--- config.mk ---
export PLATFORM = sky130hd
export DESIGN_NAME = trace_capture_flat
export DESIGN_NICKNAME = d
export VERILOG_FILES = /design/src/rtl/trace_pkg.sv /design/src/rtl/trace_capture_if.sv /design/src/rtl/trace_fifo.sv /design/src/rtl/trace_capture.sv /design/src/flat_wrapper.sv
export SDC_FILE = /design/constraint.sdc
export NUM_CORES = 1
export LEC_CHECK = 0
export CELL_PAD_IN_SITES_DETAIL_PLACEMENT = 0
export CELL_PAD_IN_SITES_GLOBAL_PLACEMENT = 2
export CORE_MARGIN = 2
export CORE_UTILIZATION = 40
export DETAILED_ROUTE_END_ITERATION = 6
export PLACE_DENSITY_LB_ADDON = 0.1
export SLEW_MARGIN = 25
export SYNTH_ARGS = -nofsm -noshare
export SYNTH_HDL_FRONTEND = slang
export SYNTH_SLANG_ARGS = --single-unit
--- constraint.sdc ---
create_clock -name clk -period 21.5 [get_ports clk]
set_input_delay 5.375 -clock clk [delete_from_list [all_inputs] [get_ports clk]]
set_output_delay 5.375 -clock clk [all_outputs]
set_load 0.01 [all_outputs]
--- src/rtl/trace_pkg.sv ---
// Shared trace types: controller state codes and the captured {pc, result} entry.
package trace_pkg;

  localparam int unsigned TRACE_W = 64;
  localparam int unsigned STATE_W = 3;

  localparam logic [STATE_W-1:0] FETCH     = 3'd0;
  localparam logic [STATE_W-1:0] DECODE    = 3'd1;
  localparam logic [STATE_W-1:0] EXECUTE   = 3'd2;
  localparam logic [STATE_W-1:0] MEMORY    = 3'd3;
  localparam logic [STATE_W-1:0] WRITEBACK = 3'd4;

  typedef struct packed {
    logic [31:0] pc;
    logic [31:0] result;
  } trace_entry_t;

endpackage

--- src/rtl/trace_capture_if.sv ---
// Read-side handshake of the trace FIFO: the capture block is master, the host drain is slave.
interface trace_capture_if;
  import trace_pkg::*;

  logic         rd_valid;
  logic         rd_ready;
  trace_entry_t rd_data;

  modport master (output rd_valid, output rd_data, input rd_ready);
  modport slave  (input rd_valid, input rd_data, output rd_ready);

endinterface

--- src/rtl/trace_fifo.sv ---
// Synchronous show-ahead FIFO; level is tracked in its own counter, independent of the pointers.
module trace_fifo #(
  parameter  int unsigned WIDTH = 64,
  parameter  int unsigned DEPTH = 16,
  localparam int unsigned AW    = $clog2(DEPTH)
) (
  input  logic             clk,
  input  logic             reset,
  input  logic             flush,
  input  logic             push,
  input  logic [WIDTH-1:0] din,
  input  logic             pop,
  output logic [WIDTH-1:0] dout,
  output logic [AW:0]      level,
  output logic             full,
  output logic             empty
);

  logic [WIDTH-1:0] mem [DEPTH];
  logic [AW-1:0]    wr_ptr;
  logic [AW-1:0]    rd_ptr;
  logic [AW:0]      level_nxt;
  logic             do_push;
  logic             do_pop;

  assign do_pop  = pop && !empty;
  assign do_push = push && (!full || do_pop);
  assign dout    = mem[rd_ptr];

  always_comb begin
    level_nxt = level;
    if (do_push && !do_pop) begin
      level_nxt = level + 1'b1;
    end else if (!do_push && do_pop) begin
      level_nxt = level - 1'b1;
    end
  end

  always_ff @(posedge clk) begin
    if (reset || flush) begin
      wr_ptr <= '0;
      rd_ptr <= '0;
      level  <= '0;
      full   <= 1'b0;
      empty  <= 1'b1;
    end else begin
      if (do_push) wr_ptr <= wr_ptr + 1'b1;
      if (do_pop)  rd_ptr <= rd_ptr + 1'b1;
      level <= level_nxt;
      full  <= (level_nxt == (AW+1)'(DEPTH));
      empty <= (level_nxt == '0);
    end
  end

  // Storage is not reset; entries are only observable through the pointers.
  always_ff @(posedge clk) begin
    if (do_push) mem[wr_ptr] <= din;
  end

endmodule

--- src/rtl/trace_capture.sv ---
// Retirement tracer: detects fetch re-entry, logs {pc, result} and keeps retire/drop statistics.
module trace_capture import trace_pkg::*; #(
  parameter  int unsigned        DEPTH      = 16,
  parameter  logic [STATE_W-1:0] TRIG_STATE = FETCH,
  localparam int unsigned        AW         = $clog2(DEPTH)
) (
  input  logic               clk,
  input  logic               reset,
  input  logic               enable,
  input  logic               clear,
  input  logic [STATE_W-1:0] state_in,
  input  logic [31:0]        pc_in,
  input  logic [31:0]        result_in,
  trace_capture_if.master    rd,
  output logic [AW:0]        level,
  output logic               full,
  output logic               overflow,
  output logic [7:0]         drop_count,
  output logic [31:0]        retire_count
);

  logic [STATE_W-1:0] prev_state;
  logic               evt;
  logic               pop;
  logic               push;
  logic               drop;
  logic               fifo_empty;
  trace_entry_t       entry;

  assign entry = '{pc: pc_in, result: result_in};

  // Retirement = rising entry into the trigger state.
  assign evt  = enable && (state_in == TRIG_STATE) && (prev_state != TRIG_STATE);
  assign pop  = !fifo_empty && rd.rd_ready;
  assign push = evt && (!full || pop);
  assign drop = evt && full && !pop;

  assign rd.rd_valid = !fifo_empty;

  trace_fifo #(
    .WIDTH (TRACE_W),
    .DEPTH (DEPTH)
  ) u_fifo (
    .clk   (clk),
    .reset (reset),
    .flush (clear),
    .push  (push),
    .din   (entry),
    .pop   (rd.rd_ready),
    .dout  (rd.rd_data),
    .level (level),
    .full  (full),
    .empty (fifo_empty)
  );

  // prev_state keeps tracking through clear so a clear never fabricates an edge.
  always_ff @(posedge clk) begin
    if (reset) begin
      prev_state   <= TRIG_STATE;
      overflow     <= 1'b0;
      drop_count   <= '0;
      retire_count <= '0;
    end else begin
      prev_state <= state_in;
      if (clear) begin
        overflow     <= 1'b0;
        drop_count   <= '0;
        retire_count <= '0;
      end else begin
        if (evt) retire_count <= retire_count + 1'b1;
        if (drop) begin
          overflow <= 1'b1;
          if (drop_count != 8'hFF) drop_count <= drop_count + 1'b1;
        end
      end
    end
  end

endmodule

--- src/flat_wrapper.sv ---
// flat-port wrapper written by rule: the top's interface ports become plain ports
module trace_capture_flat import trace_pkg::*;
#(
  parameter  int unsigned        DEPTH      = 16,
  parameter  logic [STATE_W-1:0] TRIG_STATE = FETCH,
  localparam int unsigned        AW         = $clog2(DEPTH)
)
  (clk, reset, enable, clear, state_in, pc_in, result_in, level, full, overflow, drop_count, retire_count, rd_rd_valid, rd_rd_data, rd_rd_ready);
  trace_capture_if rd_i ();
  input  logic clk;
  input  logic reset;
  input  logic enable;
  input  logic clear;
  input  logic [STATE_W-1:0] state_in;
  input  logic [31:0] pc_in;
  input  logic [31:0] result_in;
  output logic [AW:0] level;
  output logic full;
  output logic overflow;
  output logic [7:0] drop_count;
  output logic [31:0] retire_count;
  output wire logic [$bits(rd_i.rd_valid)-1:0] rd_rd_valid;
  output wire logic [$bits(rd_i.rd_data)-1:0] rd_rd_data;
  input wire logic [$bits(rd_i.rd_ready)-1:0] rd_rd_ready;
  assign rd_rd_valid = rd_i.rd_valid;
  assign rd_rd_data = rd_i.rd_data;
  assign rd_i.rd_ready = rd_rd_ready;
  trace_capture #(.DEPTH(DEPTH), .TRIG_STATE(TRIG_STATE)) u_core (.clk(clk), .reset(reset), .enable(enable), .clear(clear), .state_in(state_in), .pc_in(pc_in), .result_in(result_in), .rd(rd_i), .level(level), .full(full), .overflow(overflow), .drop_count(drop_count), .retire_count(retire_count));
endmodule
; Yosys cells after proc, flatten, opt, wreduce, memory -nomap -nowiden
; Memory sizes are Yosys's and may differ from the RTL's. A register that Yosys moved wholly into a read port is not among the register bits.
; Cells that the tools add are included.
[word_totals]
regBits = 59
ram_bits = 1024
inputBits = 72
out_inout_bits = 112
elab_cells = 44
n_memories = 1
[op_classes]
add_sub_neg = 6
eq_ne = 2
muxes = 6
reduce_logical = 20
[memory_table]
columns = memory, words, width, rd, rd_clocked_by_memory_dff, write_ports, line
row1 = u_core.u_fifo.mem, 16, 64, 1, 1, 1, trace_fifo.sv:19  ; logic [WIDTH-1:0] mem [DEPTH];
[ops]
columns = cell, count
row1 = $add A32 B1 Y32 const B, 1
row2 = $mux W5, 2
row3 = $logic_and A1 B1 Y1, 9
row4 = $add A4 B1 Y4 const B, 2
row5 = $add A8 B1 Y8 const B, 1
row6 = $mux W4, 2
row7 = $ne A8 B8 Y1 const B, 1
row8 = $add A5 B1 Y5 const B, 1
row9 = $eq A5 B5 Y1 const B, 1
row10 = $logic_not A5 Y1, 1
row11 = $sub A5 B1 Y5 const B, 1
row12 = $logic_not A1 Y1, 4
row13 = $logic_not A3 Y1, 1
row14 = $reduce_bool A3 Y1, 1
row15 = $logic_or A1 B1 Y1, 2
row16 = $mux W1, 2
row17 = $reduce_and A2 Y1, 1
row18 = $reduce_or A2 Y1, 1

; Longest topological paths before layout
; Gate-level depths: netlist (run 1).
[depth]
word_depth = 10
depth_mapped = 7

; Cells and area by module
; A second synthesis (run 1) with hierarchy kept.
[hier_totals]
hier_cells = 1769
hier_area_um2 = 41638.7
[by_module_without_submodules]
columns = mod, n_inst, cells_per_inst, area_per_inst_um2, seq_area_each_um2
row1 = trace_fifo, 1, 1533, 39565.4, 31129.9
row2 = trace_capture, 1, 236, 2073.2, 880.8

; Least setup slack after synthesis (run 1)
; No wires, ideal clock.
[synth_timing]
kind = in2reg
start = in state_in[1]
end = mem u_core.u_fifo.mem[3][0], enable pin
setup_ns = 0.565
arrival_time_ns = 10.791
t_required_ns = 20.935
slack_ns = 10.144
stages = 5
path_buffers = 1
path_cell_list = nor4b_4 > o211a_1 > clkbuf_1 > nand2_1 > nor3_1
[synth_via]
elab_chain_len = 7
[synth_lines]
columns = item, line
row1 = from (decl), flat_wrapper.sv:14  ; input logic [STATE_W-1:0] state_in;
row2 = $logic_not A3 Y1, trace_capture.sv:33  ; assign evt = enable && (state_in == TRIG_STATE) && (prev_state != TRIG_STATE);
row3 = $logic_and A1 B1 Y1 (2 in a row), trace_capture.sv:33
row4 = $logic_and A1 B1 Y1, trace_capture.sv:35  ; assign push = evt && (!full || pop);
row5 = $logic_and A1 B1 Y1, trace_fifo.sv:27  ; assign do_push = push && (!full || do_pop);
row6 = $mux W1, trace_fifo.sv:57  ; if (do_push) mem[wr_ptr] <= din;
row7 = $mux W1 (not written as such), trace_fifo.sv:57
row8 = to (decl), trace_fifo.sv:19
; No other way between the ends.

==> results of run 1 <==
flip-flops by register name, summed over array words and instances (netlist names), 3 cells and up, named ones only:
| register | count |
|---|---|
| u_core.drop_count | 8 |
| u_core.prev_state | 3 |
| u_core.retire_count | 32 |
| u_core.u_fifo.level | 5 |
| u_core.u_fifo.mem | 1024 |
| u_core.u_fifo.rd_ptr | 4 |
| u_core.u_fifo.wr_ptr | 4 |
metal layers:
metal | wire [um] | part of all wire
met5 | 61 | 0.00065
met4 | 1910 | 0.020
met3 | 4252 | 0.045
met2 | 47220 | 0.50
met1 | 40580 | 0.43
cell families (layout without fill, tap and decap cells):
group / Yosys count / after routing / synth area share
AND/OR/NAND/NOR: 181 / 181 / 0.02223
XOR/XNOR: 42 / 42 / 0.008916
multiplexers: 322 / 322 / 0.1752
flip-flops: 1087 / 1087 / 0.7759
adder cells (fa/ha/maj): 9 / 9 / 0.002730
buffers and inverters: 101 / 436 / 0.01016
AO/OA/AOI/OAI: 32 / 32 / 0.004883
other: 0 / 2 / 0
per-stage QoR:
step / util / total power (uW) / cells / cell area, um^2 / hold slack, ps
floorplan: - / 2383 / 1774 / 41260 / 467.8
global placement: 0.4390 / 2429 / 3266 / 44800 / 439.1
detailed placement: 0.4396 / 2433 / 3267 / 44850 / 445.5
CTS: 0.4737 / 4282 / 3477 / 48330 / 461.8
global route: 0.4737 / 4365 / 3477 / 48330 / 486.2
finish: 0.4737 / 4229 / 3479 / 48340 / 448.7
synthesized netlist by cell type (all sizes together) (2+ instances only):
library cell	n	share of area
nor4b	2	0.00079
nand2b	4	0.00061
nor2b	4	0.00061
edfxtp	1024	0.75
inv	13	0.0012
nor3	15	0.0018
nand2	25	0.0023
buf	40	0.0046
or3	7	0.0011
a21oi	12	0.0015
nor2	68	0.0062
nand4	12	0.0021
nor4	16	0.0024
clkbuf	48	0.0044
dfxtp	63	0.031
and3	2	0.00030
ha	9	0.0027
mux2i	2	0.00049
a211oi	2	0.00036
and2	3	0.00045
xnor2	35	0.0074
o21ai	7	0.00085
xor2	7	0.0015
mux4	320	0.17
nand3	13	0.0016
and4	5	0.0011
worst paths after layout:
kind                                          start                   endpoint
worst max register to register  u_core.u_fifo.empty  u_core.u_fifo.mem[13][20]
worst min register to register      u_core.overflow            u_core.overflow
worst min-delay path                u_core.overflow            u_core.overflow
worst max-delay path                      flip-flop             rd_rd_data[29]
report_power, final:
group | switching, uW | internal [uW] | leakage, uW
Clock | 783 | 1060 | 0.00169
Combinational | 42.0 | 27.7 | 0.00288
Sequential | 1.31 | 2320 | 0.00971
critical path, cell delays in order, from the launching register on:
cell             delay, ps
dfxtp_4                790
buf_4                  820
buf_12                 770
mux4_2                 460
mux4_2                 500
clkdlybuf4s50_1        510
area by class of cell:
class,count,share of cell area
multi-input cells,586,0.1849
well taps,1368,0.03541
flip-flops and latches,1087,0.6625
clock buffers,158,0.06417
repair buffers,213,0.04419
clock inverters,52,0.007714
inverters,13,0.001009
diodes,2,0.0001035
==> impl_metrics.ini, run 1 <==
[global_routing]
use_met2 = 0.3029
grt_pass1_vias = 20270
overflow = 0
grt_max_degree = 155
antenna_found_initial = 6
grtUsageMet1 = 0.2412
top_usage_layer = met2
use_met3 = 0.03427
grtUsageTotal = 0.1791
grt_pass1_wl_mm = 138.4

[yosys]
syn-cell-area_mm2 = 0.04126
synth-seq-cells = 1087
synth_enable_flop_cells = 1024
synthCells = 1774
netlist-cell-type-count = 46
ys.flop_type = edfxtp_1
async_flop_share = 0
synth_warnings = 0
syn-num-nets = 1855
post_synth.cell_area_avg_um2 = 23.26
ys_seq_area_frac = 0.7759

[routing]
routed_wl_mm = 94.02
drt_iter0_markers = 1608
first_pass_iters = 4
vias = 18750
drcViolationCount = 0
route.detailed.wl_per_inst_um = 27.03
via_per_inst = 5.388
ant_nets = 0

[timing]
worst_slack_ps = 11360
worstMarginPinSlew_ps = 1076
final-hold-violation-count = 0
rsz0062_at_grt = no
maxSlewViolCount = 0
skew_ps = 22.59
tns_ps = 0
fmax_ghz = 0.09866
fin_crit_ps = 10140
max-slew-margin-rel = 0.2825
min_period_over_period = 0.4715
setup_viol = 0

[floorplanning]
core_mm2 = 0.1020
rows = 117
ioPinCount = 184
die_h_um = 325.2
die_w_um = 325.2
start_util = 0.4043
dieArea_mm2 = 0.1057

[job]
cap_violations = 0

[layout]
drive_gt1_frac = 0.2466
final_cell_mix = edfxtp_1, mux4_2, clkdlybuf4s50_1
area_growth_pct = 17.17
fill_cells = 8430
multiInputGateArea_mm2 = 0.008936
regArea_mm2 = 0.03203
nNetsFinal = 2098
layout_commonest_cell = edfxtp_1

[clock_tree]
numCtsBuffers = 116
htreeDepth = 3
cts_buffer_depth = 3
cts-resized-gates = 0
clock_latency_ps = 690
clock-sinks = 1087
cts_root_buf = clkbuf_16
clkTransAtPathRegs_ps = 60
cts_hold_buffers = 0
post_cts_buffers = 0
cts_tree = built

[worst_setup_path]
ff2ff_path_depth = 5
criticalPathCategory = reg2out
arrival_ps = 4760
worstSetupEndpointType = output port
rrSetupSlack_ps = 17650
crit_fanout = 154
cp.required_ps = 16120
crit_path_start_kind = flip-flop

[power_and_ir_drop]
peakVddDrop_v = 0.00006361
cellPowerDensity_mw_per_mm2 = 87.49
power.leakage_uw = 0.01429

[placed_design]
port_buffers = 183
place_congestion = 0.7076
dp_hpwl_mm = 47.28
place_ws_ps = 11890

[hold_path]
hold_path_class = reg2reg
worst_hold_path.num_cells = 2

[status]
status = finished, final reports clean
Power figures use the tool's default switching activity.
==> run 2: changes to the inputs <==
==> constraint.sdc (replaced) <==
create_clock -name clk -period 9.37 [get_ports clk]
set_input_delay 2.3425 -clock clk [delete_from_list [all_inputs] [get_ports clk]]
set_output_delay 2.3425 -clock clk [all_outputs]
set_load 0.01 [all_outputs]
==> run 2 against run 1 <==
Compared with the run above:
- cell area up 0.47%
- sequential cell count unchanged
- core utilization up 0.22 points
- highest routed layer unchanged
==> impl_metrics.ini, run 2 (synthesis results as in run 1) <==
[status]
status = finished, final reports clean

[timing]
min_period_over_period = 0.6913
worstMarginPinSlew_ps = 1014
fmax_ghz = 0.1544
setup_viol = 0
fin_crit_ps = 6478
skew_ps = 22.26
rsz0062_at_grt = no
final-hold-violation-count = 0
max-slew-margin-rel = 0.3238
maxSlewViolCount = 0
hold_ws_ps = 446.7
tns_ps = 0

[layout]
drive_gt1_frac = 0.2533
fill_cells = 8330
nNetsFinal = 2101
area_growth_pct = 17.71
layout_commonest_cell = edfxtp_1
regArea_mm2 = 0.03203
top_register = u_core.u_fifo.mem
final_cell_mix = edfxtp_1, mux4_2, clkdlybuf4s50_1
reg_top3 = u_core.u_fifo.mem: 1024 flops, u_core.retire_count: 32 flops, u_core.drop_count: 8 flops
largest_reg_flops = 1024
multiInputGateArea_mm2 = 0.008936

[power_and_ir_drop]
peakVddDrop_v = 0.0001562
power.leakage_uw = 0.01440
cellPowerDensity_mw_per_mm2 = 204.0

[placed_design]
dp_hpwl_mm = 48.37
port_buffers = 183
place_congestion = 0.7163

[clock_tree]
cts-resized-gates = 0
htreeDepth = 3
clock_latency_ps = 690
clock-sinks = 1087
post_cts_buffers = 0
cts_buffer_depth = 3
cts_hold_buffers = 0
numCtsBuffers = 115
clkTransAtPathRegs_ps = 60
cts_tree = built
cts_root_buf = clkbuf_16

[worst_setup_path]
reg2reg_from = u_core.u_fifo.empty
critical_path.cell_chain = buf_4 > mux4_2 > mux4_2 > clkdlybuf4s50_1
setup.worst_path.end = rd_rd_data[10]
rrSetupSlack_ps = 5750
cp_top_family = buffers and inverters
crit_fanout = 60
arrival_ps = 4140
cp_slowest_cell = dfxtp_4
ff2ff_path_depth = 6
cp_common_cell = mux4_2
crit_path_start_kind = flip-flop
cp.required_ps = 7030
worst-path-stages = 4
critPathMaxStageDelay_ps = 940
worstSetupEndpointType = output port
criticalPathCategory = reg2out
critPathBufInv = 2
r2r_end = u_core.u_fifo.mem[0][50]

[routing]
routed_wl_mm = 92.83
route.detailed.wl_per_inst_um = 26.67
drcViolationCount = 0
first_pass_iters = 5
vias = 18790
ant_nets = 0
via_per_inst = 5.398
drt_iter0_markers = 1329

[hold_path]
hold_path_class = reg2reg

[global_routing]
grt_max_degree = 100
grt_pass1_wl_mm = 138.3
antenna_found_initial = 7
overflow = 0
grtUsageTotal = 0.1775
grt_pass1_vias = 20450

[floorplanning]
rows = 117
start_util = 0.4043
core_mm2 = 0.1020
ioPinCount = 184
die_h_um = 325.2
dieArea_mm2 = 0.1057
die_w_um = 325.2

[job]
cap_violations = 0
==> run 2: metal layers <==
metal | share of wire | GRT usage | vias up
met5 | 0.00029 | 0 | -
met4 | 0.023 | 0.04579 | 4
met3 | 0.040 | 0.03098 | 152
met2 | 0.50 | 0.2982 | 422
met1 | 0.44 | 0.2405 | 10180
li1 | - | - | 8036
==> run 2: worst min-delay path by stage <==
stage	end	slack, ps	cells past startpoint	from
final	u_core.overflow	450	2	u_core.overflow
after global routing	u_core.overflow	490	2	u_core.overflow
after CTS	u_core.overflow	450	2	u_core.overflow
after detailed placement	u_core.overflow	440	2	u_core.overflow
after global placement	u_core.overflow	440	2	u_core.overflow
after floorplan	flip-flop	470	2	u_core.u_fifo.rd_ptr[1]
==> run 2: through the flow <==
step           std cells  area [um^2]  setup WS [ps]  utilization  power, uW
3_5_place_dp        3269        44830           2927       0.4394       5584
6_report            3481        48560           2892       0.4759       9908
2_1_floorplan       1774        41260           1046            -       5468
5_1_grt             3481        48560           2703       0.4759      10220
4_1_cts             3478        48500           2773       0.4753      10030
3_3_place_gp        3269        44820           3016       0.4393       5577
==> run 2: where the power goes <==
part / switching, uW / internal (uW)
Combinational: 98.7 / 63.6
Sequential: 2.88 / 5310
Clock: 1830 / 2600
Total: 1930 / 7970
==> run 2: tightest hold or removal path, cell delays in order (launching register included) <==
cell and delay (ps):
dfxtp_1 310, inv_1 40, a21oi_1 50
==> run 2: area by class of cell <==
type	instances	area share
clock inverter	54	0.01116
timing repair buffer	217	0.04478
antenna	1	0.00005153
tap	1368	0.03525
multi-input combinational	586	0.1840
clock buffer	155	0.06428
sequential	1087	0.6595
inverter	13	0.001005
